File: src/rtl/clkgen_multi.sv
`default_nettype none
// ============================================================================
// Module   : clkgen_multi
// Purpose  : Bank of NCH independent programmable clock dividers. Each channel
//            counts 0..D-1 and produces a registered divided clock
//            (high while cnt < D>>1) plus a one-cycle tick per period.
//            Divisor writes to a running channel are held pending and take
//            effect at the channel's next wrap, so a period is never cut short.
// Ports    : iCLK     - system clock, rising edge
//            iRST_N   - asynchronous active-low reset
//            iEN      - per-channel run enable
//            iWR      - one-cycle divisor write strobe
//            iWR_CH   - target channel of the write
//            iWR_DIV  - divisor value (must be >= 2)
//            iSYNC    - (CLKGEN_SYNC_EN only) realign all enabled channels
//            oCLK     - per-channel divided clock
//            oTICK    - per-channel one-cycle pulse per period
//            oBUSY    - per-channel pending-divisor flag
//            oERR     - one-cycle pulse after a rejected write
// Options  : `define CLKGEN_SYNC_EN adds the iSYNC input.
// Revision : 1.0 - initial release
// ============================================================================
module clkgen_multi #(
  parameter int NCH     = 4,
  parameter int DW      = 16,
  parameter int DEF_DIV = 50
) (
  input  logic           iCLK,
  input  logic           iRST_N,
  input  logic [NCH-1:0] iEN,
  input  logic           iWR,
  input  logic [3:0]     iWR_CH,
  input  logic [DW-1:0]  iWR_DIV,
`ifdef CLKGEN_SYNC_EN
  input  logic           iSYNC,
`endif
  output logic [NCH-1:0] oCLK,
  output logic [NCH-1:0] oTICK,
  output logic [NCH-1:0] oBUSY,
  output logic           oERR
);

  localparam logic [DW-1:0] c_def_div = DW'(DEF_DIV);
  localparam logic [DW-1:0] c_min_div = DW'(2);
  localparam logic [DW-1:0] c_one     = DW'(1);

  logic [DW-1:0]  r_cnt  [NCH];
  logic [DW-1:0]  r_div  [NCH];
  logic [DW-1:0]  r_pend [NCH];
  logic [NCH-1:0] r_busy;
  logic [NCH-1:0] r_clk;
  logic [NCH-1:0] r_tick;
  logic           r_err;

  logic           w_wr_ok;
  logic           w_sync;
  logic [NCH-1:0] w_hit;
  logic [NCH-1:0] w_wrap;
  logic [DW-1:0]  w_next_div [NCH];

  // Channel index is widened by one bit so NCH=16 compares correctly.
  assign w_wr_ok = iWR && (iWR_DIV >= c_min_div) && ({1'b0, iWR_CH} < 5'(NCH));

`ifdef CLKGEN_SYNC_EN
  assign w_sync = iSYNC;
`else
  assign w_sync = 1'b0;
`endif

  // Divisor to load at a reload point: a write landing on the same edge wins
  // over the pending value, which in turn wins over the current divisor.
  always_comb begin
    for (int ch = 0; ch < NCH; ch++) begin
      w_hit[ch]      = w_wr_ok && (iWR_CH == 4'(ch));
      w_wrap[ch]     = iEN[ch] && (r_cnt[ch] == (r_div[ch] - c_one));
      w_next_div[ch] = w_hit[ch] ? iWR_DIV : (r_busy[ch] ? r_pend[ch] : r_div[ch]);
    end
  end

  always_ff @(posedge iCLK or negedge iRST_N) begin
    if (!iRST_N) begin
      for (int ch = 0; ch < NCH; ch++) begin
        r_cnt[ch]  <= '0;
        r_div[ch]  <= c_def_div;
        r_pend[ch] <= c_def_div;
      end
      r_busy <= '0;
      r_clk  <= '0;
      r_tick <= '0;
      r_err  <= 1'b0;
    end else begin
      r_err <= iWR && !w_wr_ok;
      for (int ch = 0; ch < NCH; ch++) begin
        if (w_hit[ch]) begin
          r_pend[ch] <= iWR_DIV;
        end
        if (!iEN[ch]) begin
          // Idle channel: counter parked at 0, divisor changes apply at once.
          r_cnt[ch]  <= '0;
          r_clk[ch]  <= 1'b0;
          r_tick[ch] <= 1'b0;
          r_div[ch]  <= w_next_div[ch];
          r_busy[ch] <= 1'b0;
        end else begin
          // Outputs are registered from the current count, so oTICK appears
          // in the cycle after cnt==D-1 and oCLK follows cnt by one cycle.
          r_tick[ch] <= w_wrap[ch] && !w_sync;
          r_clk[ch]  <= (r_cnt[ch] < (r_div[ch] >> 1));
          if (w_wrap[ch] || w_sync) begin
            r_cnt[ch]  <= '0;
            r_div[ch]  <= w_next_div[ch];
            r_busy[ch] <= 1'b0;
          end else begin
            r_cnt[ch] <= r_cnt[ch] + c_one;
            if (w_hit[ch]) begin
              r_busy[ch] <= 1'b1;
            end
          end
        end
      end
    end
  end

  assign oCLK  = r_clk;
  assign oTICK = r_tick;
  assign oBUSY = r_busy;
  assign oERR  = r_err;

endmodule
`default_nettype wire

File: config.mk
export PLATFORM = sky130hd
export DESIGN_NAME = clkgen_multi
export DESIGN_NICKNAME = d
export VERILOG_FILES = /design/src/rtl/clkgen_multi.sv
export SDC_FILE = /design/constraint.sdc
export NUM_CORES = 1
export LEC_CHECK = 0
export CORE_UTILIZATION = 50
export DETAILED_ROUTE_END_ITERATION = 12
export PLACE_DENSITY = 0.67
export SLEW_MARGIN = 20
export SYNTH_ARGS = -nofsm -noshare
export SYNTH_HDL_FRONTEND = slang
export SYNTH_SLANG_ARGS = --single-unit
File: constraint.sdc
create_clock -name iCLK -period 4.8 [get_ports iCLK]
set_clock_uncertainty 0.2 [all_clocks]
set_input_delay 0.72 -clock iCLK [delete_from_list [all_inputs] [get_ports iCLK]]
set_output_delay 0.72 -clock iCLK [all_outputs]
set_load 0.005 [all_outputs]
==> results of run 1 <==
==> Yosys cell counts, types with 4 or more instances <==
cell type,instances
xnor2_1,70
a31oi_1,4
o311ai_0,5
o22ai_1,68
buf_1,10
a21o_1,22
xor2_1,61
ha_1,64
dfrtp_1,181
o21ai_0,17
and2_1,5
a2bb2oi_1,30
nand2_1,40
nand2b_1,11
dfstp_2,24
or2_2,7
nand4b_1,6
inv_1,80
o21a_1,5
buf_2,18
nand3_1,44
or4_1,12
a211oi_1,21
a211oi_2,15
nor3_1,27
a211o_1,5
a21oi_1,27
o211a_1,16
clkbuf_1,70
nor3b_1,5
a2111oi_0,6
nor2_1,147
or3_1,12
mux2_2,64
nand4_1,23
and3_1,21
nor4_1,22
o211ai_1,9
==> area by class of cell <==
cell class	count	area share [%]
clock buffers	32	4.84
clock inverters	12	0.999
inverters	80	2.10
multi-input cells	951	48.9
flip-flops and latches	205	36.1
well taps	330	2.89
repair buffers	66	4.18
==> power groups by stage <==
| stage | combinational (mW) | clock, mW | sequential, mW |
|---|---|---|---|
| after floorplan | 0.940 | 0 | 2.15 |
| after CTS | 1.11 | 1.96 | 2.29 |
| after global routing | 1.24 | 2.03 | 2.33 |
| final | 1.10 | 1.91 | 2.30 |
| after detailed placement | 1.10 | 0 | 2.31 |
| after global placement | 1.07 | 0 | 2.31 |
==> metal layers <==
layer,global-route usage (%),wire (um)
met3,2.27,1340
met1,33.6,14200
met5,0,0
met4,7.25,809
met2,38.7,14100
==> metrics by stage <==
stage / setup slack (ns) / cells / area, sq um / hold WS, ns
after global routing: 0.610 / 1676 / 14300 / 0.189
after detailed placement: 0.800 / 1632 / 13500 / 0.295
after CTS: 0.779 / 1676 / 14300 / 0.146
after global placement: 0.822 / 1632 / 13500 / 0.288
after floorplan: 1.23 / 1336 / 12800 / 0.224
final: 0.767 / 1676 / 14300 / 0.0575
==> kinds of logic after synthesis <==
family	after synthesis	synth area share (%)
XOR/XNOR	132	9.11
AND/OR/NAND/NOR	407	16.4
flip-flops	205	40.2
adder cells (fa/ha/maj)	64	6.24
buffers and inverters	180	5.49
AO/OA/AOI/OAI	281	16.7
multiplexers	67	5.85
==> flip-flops by register name, summed over array words and instances, names as in the netlist <==
signal,flops
oCLK,4
r_cnt,64
r_div,64
oERR,1
oTICK,4
oBUSY,4
r_pend,64
==> worst min-delay path by stage <==
stage	slack [ns]	depth (start not counted)	end
finish	0.06	1	r_cnt[19]
global route	0.19	1	oTICK[2]
CTS	0.15	1	r_cnt[23]
detailed placement	0.29	1	r_pend[48]
global placement	0.29	1	r_pend[51]
floorplan	0.22	0	oBUSY[0]
==> worst max-delay path: stages (launching register included) <==
cell and delay, ns:
dfrtp_1 0.46, inv_1 0.11, ha_1 0.28, or4b_2 0.73
nor4_1 0.27, xnor2_1 0.18, nor3b_1 0.19, or4b_2 0.84
o21ai_2 0.22, buf_4 0.29, a211oi_1 0.12
==> metrics.txt, run 1 <==
max-cap viol count=0; Port Buffer Count=39; status=finished clean; drt first pass iters=5; Worst-path clk slew=0.06 ns; Slew @ Worst Pin=0.953 ns; max-slew violations=0; Via-to-Cell Ratio=around 6; die width=around 160 um; io pins=40; clock power share=a little over a third; final core occ=56.7%; placed wire-length estimate=about 21 mm; Top FF cell, synth=dfrtp_1; CTS tree=done; Initial Util=51.0%; Yosys warning count=0; clock root buffer=clkbuf_16; Inserted Clock Buffers=24; CTS sink cnt=roughly 210; routability cong.=between 0.8 and 0.9; CTS HTree Levels=1; maximum VDD drop=0.271 mV; fmax=between 200 and 250 MHz; Required @ worst endpoint=about 5.0 ns; area leader, netlist=dfrtp_1; EDFF count, synth=0; # diodes=0; clk_lat worst skew=between 0.5 and 0.6 ns; most frequent cells in the layout=181 x dfrtp_1, 147 x nor2_1, 80 x inv_1; final worst-path cycle share=a little over four fifths; Final Hold Viols=0; multi-input logic area=0.00698 sq mm; Worst setup EP type=register; area share of the largest cell type after synthesis=35.3%; first-pass GRT wire length=~51 mm; Area growth syn-to-layout=11.2%; Slew headroom=between 30% and 40%; Worst Setup SP=r_div[16]; endpoints failing setup=0; switching share of power=a little under 30%; Worst Setup EP=r_div[29]; initial antenna violation count=0; largest net degree at the start of global routing=around 110; reg2reg start=r_div[16]; post-synthesis cell count=1336; synth top area cells=dfrtp_1 35%, ha_1 6.2%, mux2_2 5.6%, dfstp_2 4.9%, xnor2_1 4.8%; vias in the first global route=9776; WL final=30.4 mm; Tmin final=about 4 ns; Net Sw Power=between 1.5 and 2 mW; syn avg cell area=9.61 sq um; RSZ-0062 raised after global routing=no; total track usage=a little under a quarter; residual DRC count=0; Seq/Total Area, Yosys=40.2%; row count=slightly below 60; CP Launch Type=register; synth unique cells=74; most common cell after layout, fill and taps aside=dfrtp_1; Worst R2R End=r_div[29]; layout cells sized above 1=between 10% and 20%; DR vias=~10000; filler cell count=roughly 2200; number of routed nets with antenna violations=0; TNS Setup=0 ns; initial DRC count=around 800; post-CTS setup buffers=0; pwr dens=371 mW/mm^2; leakage power=roughly 6.3 nW; Mapped Area=0.0128 sq mm; sequential power share=43.3%; crit path DAT=roughly 4.2 ns; Overflow after GRT=0; total core area=approximately 0.025 sq mm; ys async rst share=100%; Reg area=roughly 0.0052 sq mm; Die Area=0.0263 sq mm; worst hold-check path type=primary input to asynchronous set/reset pin; hold buffers post-CTS=0; Final nets=1419; total power draw=~5.3 mW; syn_nets=~1400; wire per inst=about 18 um; critical path class=register to register; flop2flop setup slack=between 0.7 and 0.8 ns; Comb power frac=between 20% and 30%; die outline height=~160 um; peak fanout along the critical path=21; Int Power=~3.7 mW; Clock Tree Buf Depth=3; Synth Register Bits=between 200 and 250; Resized Gates After CTS=0; Worst Reg-to-Reg Cells=10
Power figures use the tool's default switching activity.
==> run 2, diff against run 1 <==
==> constraint.sdc (replaced) <==
create_clock -name iCLK -period 3.8 [get_ports iCLK]
set_clock_uncertainty 0.2 [all_clocks]
set_input_delay 0.57 -clock iCLK [delete_from_list [all_inputs] [get_ports iCLK]]
set_output_delay 0.57 -clock iCLK [all_outputs]
set_load 0.005 [all_outputs]
==> metrics.txt, run 2 (synthesis results as in run 1) <==
Via-to-Cell Ratio=5.83; clock root buffer=clkbuf_16; Worst Setup SP=r_div[17]; Inserted Clock Buffers=25; initial antenna violation count=0; total core area=roughly 0.025 sq mm; Worst Setup EP=r_div[22]; sequential power share=a little over two fifths; met3 WL=1.25 mm; worst hold-check path type=register to register; flop2flop setup slack=0.26 ns; slowest CP cell=or4b_2; Final Hold Viols=0; CTS sink cnt=205; fmax=approximately 280 MHz; Die Area=0.0263 sq mm; Place WS=between 0.2 and 0.3 ns; Int Power=around 4.8 mW; Worst Reg-to-Reg Cells=10; max-cap viol count=0; Final nets=~1500; Worst setup EP type=register; wire per inst=about 18 um; die outline height=162 um; WP buf/inv=2; pwr dens=around 470 mW/mm^2; vias in the first global route=9745; clock power share=36.5%; routability cong.=about 0.86; CP peak stage delay=between 0.7 and 0.8 ns; post-CTS setup buffers=0; Max Used Layer=met4; final core occ=roughly three fifths; crit-path cells=inv_1, ha_1, or4b_2, nor4_1, xnor2_1, nor3b_1, or4b_2, buf_4, o211a_1, a211oi_1; Crit path depth=10; final setup margin=approximately 0.26 ns; total track usage=between 20% and 30%; leakage power=roughly 6.5 nW; M1 wire length=about 14 mm; most common cell after layout, fill and taps aside=dfrtp_1; Port Buffer Count=39; Reg area=around 0.0052 sq mm; maximum VDD drop=around 0.35 mV; row count=58; CP Launch Type=register; CTS tree=done; WL final=roughly 30 mm; Initial Util=between 50% and 60%; endpoints failing setup=0; residual DRC count=0; Slew headroom=slightly below 50%; Area growth syn-to-layout=14.2%; clk_lat worst skew=between 0.5 and 0.6 ns; Slew @ Worst Pin=between 0.7 and 0.8 ns; layout cells sized above 1=16.8%; # diodes=0; Resized Gates After CTS=0; crit path DAT=around 3.8 ns; placed wire-length estimate=between 20 and 25 mm; final worst-path cycle share=between 90% and 100%; Net Sw Power=roughly 2.1 mW; io pins=40; reg2reg start=r_div[17]; Worst-path clk slew=about 0.060 ns; critical path class=register to register; Min Hold Slack=0.309 ns; Regs by FF count=r_cnt x64, r_div x64, r_pend x64; CP dominant cell by count=or4b_2; drt first pass iters=5; total power draw=a little under 7 mW; Overflow after GRT=0; Tmin final=roughly 3.5 ns; status=finished clean; DR vias=between 10000 and 15000; Required @ worst endpoint=4.03 ns; die width=approximately 160 um; first-pass GRT wire length=slightly above 50 mm; metal2 WL=roughly 14 mm; CTS HTree Levels=1; Clock Tree Buf Depth=3; max-slew violations=0; multi-input logic area=approximately 0.007 sq mm; most frequent cells in the layout=181 x dfrtp_1, 147 x nor2_1, 80 x inv_1; critical path's top delay family=simple AND/OR/NAND/NOR gates; initial DRC count=654; TNS Setup=0 ns; number of routed nets with antenna violations=0; filler cell count=roughly 2200; peak fanout along the critical path=11; Worst R2R End=r_div[22]; largest net degree at the start of global routing=just over 90; Comb power frac=about a fifth; switching share of power=a little under a third; RSZ-0062 raised after global routing=no
run 2: cell count changes in the layout (fill, tap and decap cells not counted), sizes merged:
cell / delta
buf: +37
inv: +3
clkinv: -3
dlygate4sd3: +1
clkinvlp: +5
clkbuf: -3
run 2: layout make-up:
type / instances / share of cell area, %
inverters: 80 / 2.05
flip-flops and latches: 205 / 35.2
repair buffers: 104 / 6.37
clock buffers: 29 / 4.57
well taps: 330 / 2.82
multi-input cells: 951 / 47.6
clock inverters: 17 / 1.39
run 2: power by group through the flow:
stage | logic (mW) | clock network (mW) | registers, mW
2_1_floorplan | 1.19 | 0 | 2.72
6_report | 1.46 | 2.49 | 2.87
3_3_place_gp | 1.42 | 0 | 2.88
3_5_place_dp | 1.45 | 0 | 2.90
4_1_cts | 1.47 | 2.54 | 2.87
5_1_grt | 1.63 | 2.64 | 2.92
run 2: what timing repair did:
item / 4_1_cts / 5_1_grt
hold endpoints to repair: 75 / 0
endpoints found under the setup margin: 0 / 0
hold buffers: 1 / 0
run 2: layer usage:
layer,GRT usage [%],up-vias
met5,0,-
met4,6.39,0
met3,2.81,47
met2,38.5,186
met1,33.6,4880
li1,-,4897
run 2: how the worst min path moves through the flow:
stage / slack [ns] / end / cells past startpoint / from
final: 0.31 / r_pend[0] / 1 / r_pend[0]
after global routing: 0.32 / r_pend[42] / 1 / r_pend[42]
after CTS: 0.31 / r_pend[0] / 1 / r_pend[0]
after detailed placement: 0.30 / r_pend[51] / 1 / r_pend[51]
after global placement: 0.29 / r_pend[19] / 1 / r_pend[19]
after floorplan: 0.07 / oBUSY[0] / 0 / iRST_N
run 2: per-stage QoR:
step,instance area (sq um),instances
after floorplan,12800,1336
after global placement,13800,1669
after detailed placement,13800,1669
after CTS,14700,1716
after global routing,14700,1716
final,14700,1716
==> run 3, diff against run 2 <==
--- a/config.mk
+++ b/config.mk
@@ -6,6 +6,7 @@
 export NUM_CORES = 1
 export LEC_CHECK = 0
 export CORE_UTILIZATION = 50
+export CTS_CLUSTER_SIZE = 10
 export DETAILED_ROUTE_END_ITERATION = 12
 export PLACE_DENSITY = 0.67
 export SLEW_MARGIN = 20
==> metrics.txt, run 3 (synthesis results as in run 1) <==
Inserted Clock Buffers=26; total power draw=6.61 mW; Worst Setup SP=r_div[17]; post-route cell area=between 0.01 and 0.015 sq mm; critical path's top delay family=simple AND/OR/NAND/NOR gates; Port Buffer Count=39; Int Power=around 4.6 mW; crit path DAT=roughly 3.8 ns; Slew headroom=about half; fmax=~280 MHz; Worst-path clk slew=about 0.060 ns; CP Launch Type=register; Tmin final=~3.5 ns; peak fanout along the critical path=11; Reg area=0.00516 sq mm; Worst Reg-to-Reg Cells=10; WL final=between 30 and 40 mm; initial DRC count=approximately 610; # diodes=0; endpoints failing setup=0; worst hold-check path type=register to register; CTS tree=done; most frequent cells in the layout=181 x dfrtp_1, 147 x nor2_1, 80 x inv_1; CP peak stage delay=roughly 0.76 ns; most common cell after layout, fill and taps aside=dfrtp_1; crit-path cells=inv_1, ha_1, or4b_2, nor4_1, xnor2_1, nor3b_1, or4b_2, buf_4, o211a_1, a211oi_1; io pins=40; placed cell area=about 0.014 sq mm; RSZ-0062 raised after global routing=no; sequential power share=between 40% and 50%; pwr dens=453 mW/mm^2; Worst setup EP type=register; Worst Setup EP=r_div[22]; clock root buffer=clkbuf_16; die outline height=around 160 um; Final nets=1459; routability cong.=0.862; clk_lat worst skew=approximately 0.54 ns; critical path class=register to register; die width=approximately 160 um; drt first pass iters=5; switching share of power=between 30 and 40%; final core occ=between 50% and 60%; vias in the first global route=between 9000 and 10000; CP dominant cell by count=or4b_2; Area growth syn-to-layout=13.6%; DR vias=10000; Worst R2R End=r_div[22]; total track usage=between 20% and 30%; reg2reg start=r_div[17]; Comb power frac=between 20% and 30%; maximum VDD drop=between 0.4 and 0.5 mV; WP buf/inv=2; total core area=0.0252 sq mm; Crit path depth=10; filler cell count=2157; Die Area=about 0.026 sq mm; TNS Setup=0 ns; initial antenna violation count=0; Required @ worst endpoint=between 4 and 5 ns; post-CTS setup buffers=0; number of routed nets with antenna violations=0; CTS HTree Levels=1; layout cells sized above 1=between 10% and 20%; final setup margin=around 0.28 ns; max-slew violations=0; clock power share=about a third; wire per inst=around 18 um; status=finished clean; slowest CP cell=or4b_2; Clock Tree Buf Depth=3; Final Hold Viols=0; Place WS=0.277 ns; CTS sink cnt=about 200; row count=58; placed wire-length estimate=around 22 mm; multi-input logic area=about 0.0070 sq mm; Initial Util=between 50 and 60%; first-pass GRT wire length=around 51 mm; flop2flop setup slack=approximately 0.28 ns; Overflow after GRT=0; Net Sw Power=~2 mW; Via-to-Cell Ratio=a little under 6; largest net degree at the start of global routing=93; Regs by FF count=r_cnt x64, r_div x64, r_pend x64; final worst-path cycle share=a little over 90%; leakage power=between 6 and 7 nW; max-cap viol count=0; Slew @ Worst Pin=around 0.75 ns; residual DRC count=0
run 3: cell types whose count changed in the layout (fill, tap and decap cells not counted), moves of 2 or more:
cell | before | now
clkbuf_1 | 1 | 13
clkinvlp_4 | 5 | 1
bufinv_16 | 3 | 0
clkinv_4 | 3 | 0
inv_6 | 2 | 0
inv_8 | 2 | 0
run 3: timing repair:
action                                  in CTS  in global routing
hold buffers                                 1                  0
hold endpoints to repair                    75                  0
resized for setup                            0                  1
endpoints found under the setup margin       0                  1
run 3: how the worst min path moves through the flow:
stage               startpoint         end  slack (ns)  depth (start not counted)
global placement    r_pend[19]  r_pend[19]        0.29                          1
floorplan               iRST_N    oBUSY[0]        0.07                          0
detailed placement  r_pend[51]  r_pend[51]        0.30                          1
finish              r_pend[42]  r_pend[42]        0.31                          1
CTS                 r_pend[51]  r_pend[51]        0.31                          1
global route        r_pend[42]  r_pend[42]        0.31                          1
run 3: area by class of cell:
type / count / share of cell area [%]
multi-input combinational: 951 / 47.9
sequential: 205 / 35.4
timing repair buffer: 104 / 6.41
clock buffer: 43 / 5.17
tap: 330 / 2.83
inverter: 80 / 2.06
clock inverter: 5 / 0.266
run 3: routing by layer:
layer	wire, um	global-route usage, %	part of all wire [%]	vias to the layer above
met5	0	0	0	-
met4	845	7.72	2.8	0
met3	1260	3.29	4.1	48
met2	13900	38.3	46	204
met1	14500	33.4	48	4878
li1	-	-	-	4903
run 3: worst reg2reg max path, stage by stage (launching register included):
cell	delay (ns)
dfstp_2	0.39
inv_1	0.07
ha_1	0.15
or4b_2	0.62
nor4_1	0.25
xnor2_1	0.17
nor3b_1	0.18
or4b_2	0.76
buf_4	0.23
o211a_1	0.20
a211oi_1	0.19
run 3: per-stage QoR:
step / hold WS, ns / cells
floorplan: 0.0744 / 1336
global placement: 0.288 / 1669
detailed placement: 0.295 / 1669
CTS: 0.307 / 1718
global route: 0.314 / 1718
finish: 0.306 / 1718
run 3: power by group through the flow:
stage / combinational (mW) / sequential [mW] / clock [mW]
2_1_floorplan: 1.19 / 2.72 / 0
3_3_place_gp: 1.42 / 2.88 / 0
3_5_place_dp: 1.45 / 2.90 / 0
4_1_cts: 1.47 / 2.87 / 2.32
5_1_grt: 1.63 / 2.92 / 2.42
6_report: 1.46 / 2.88 / 2.27
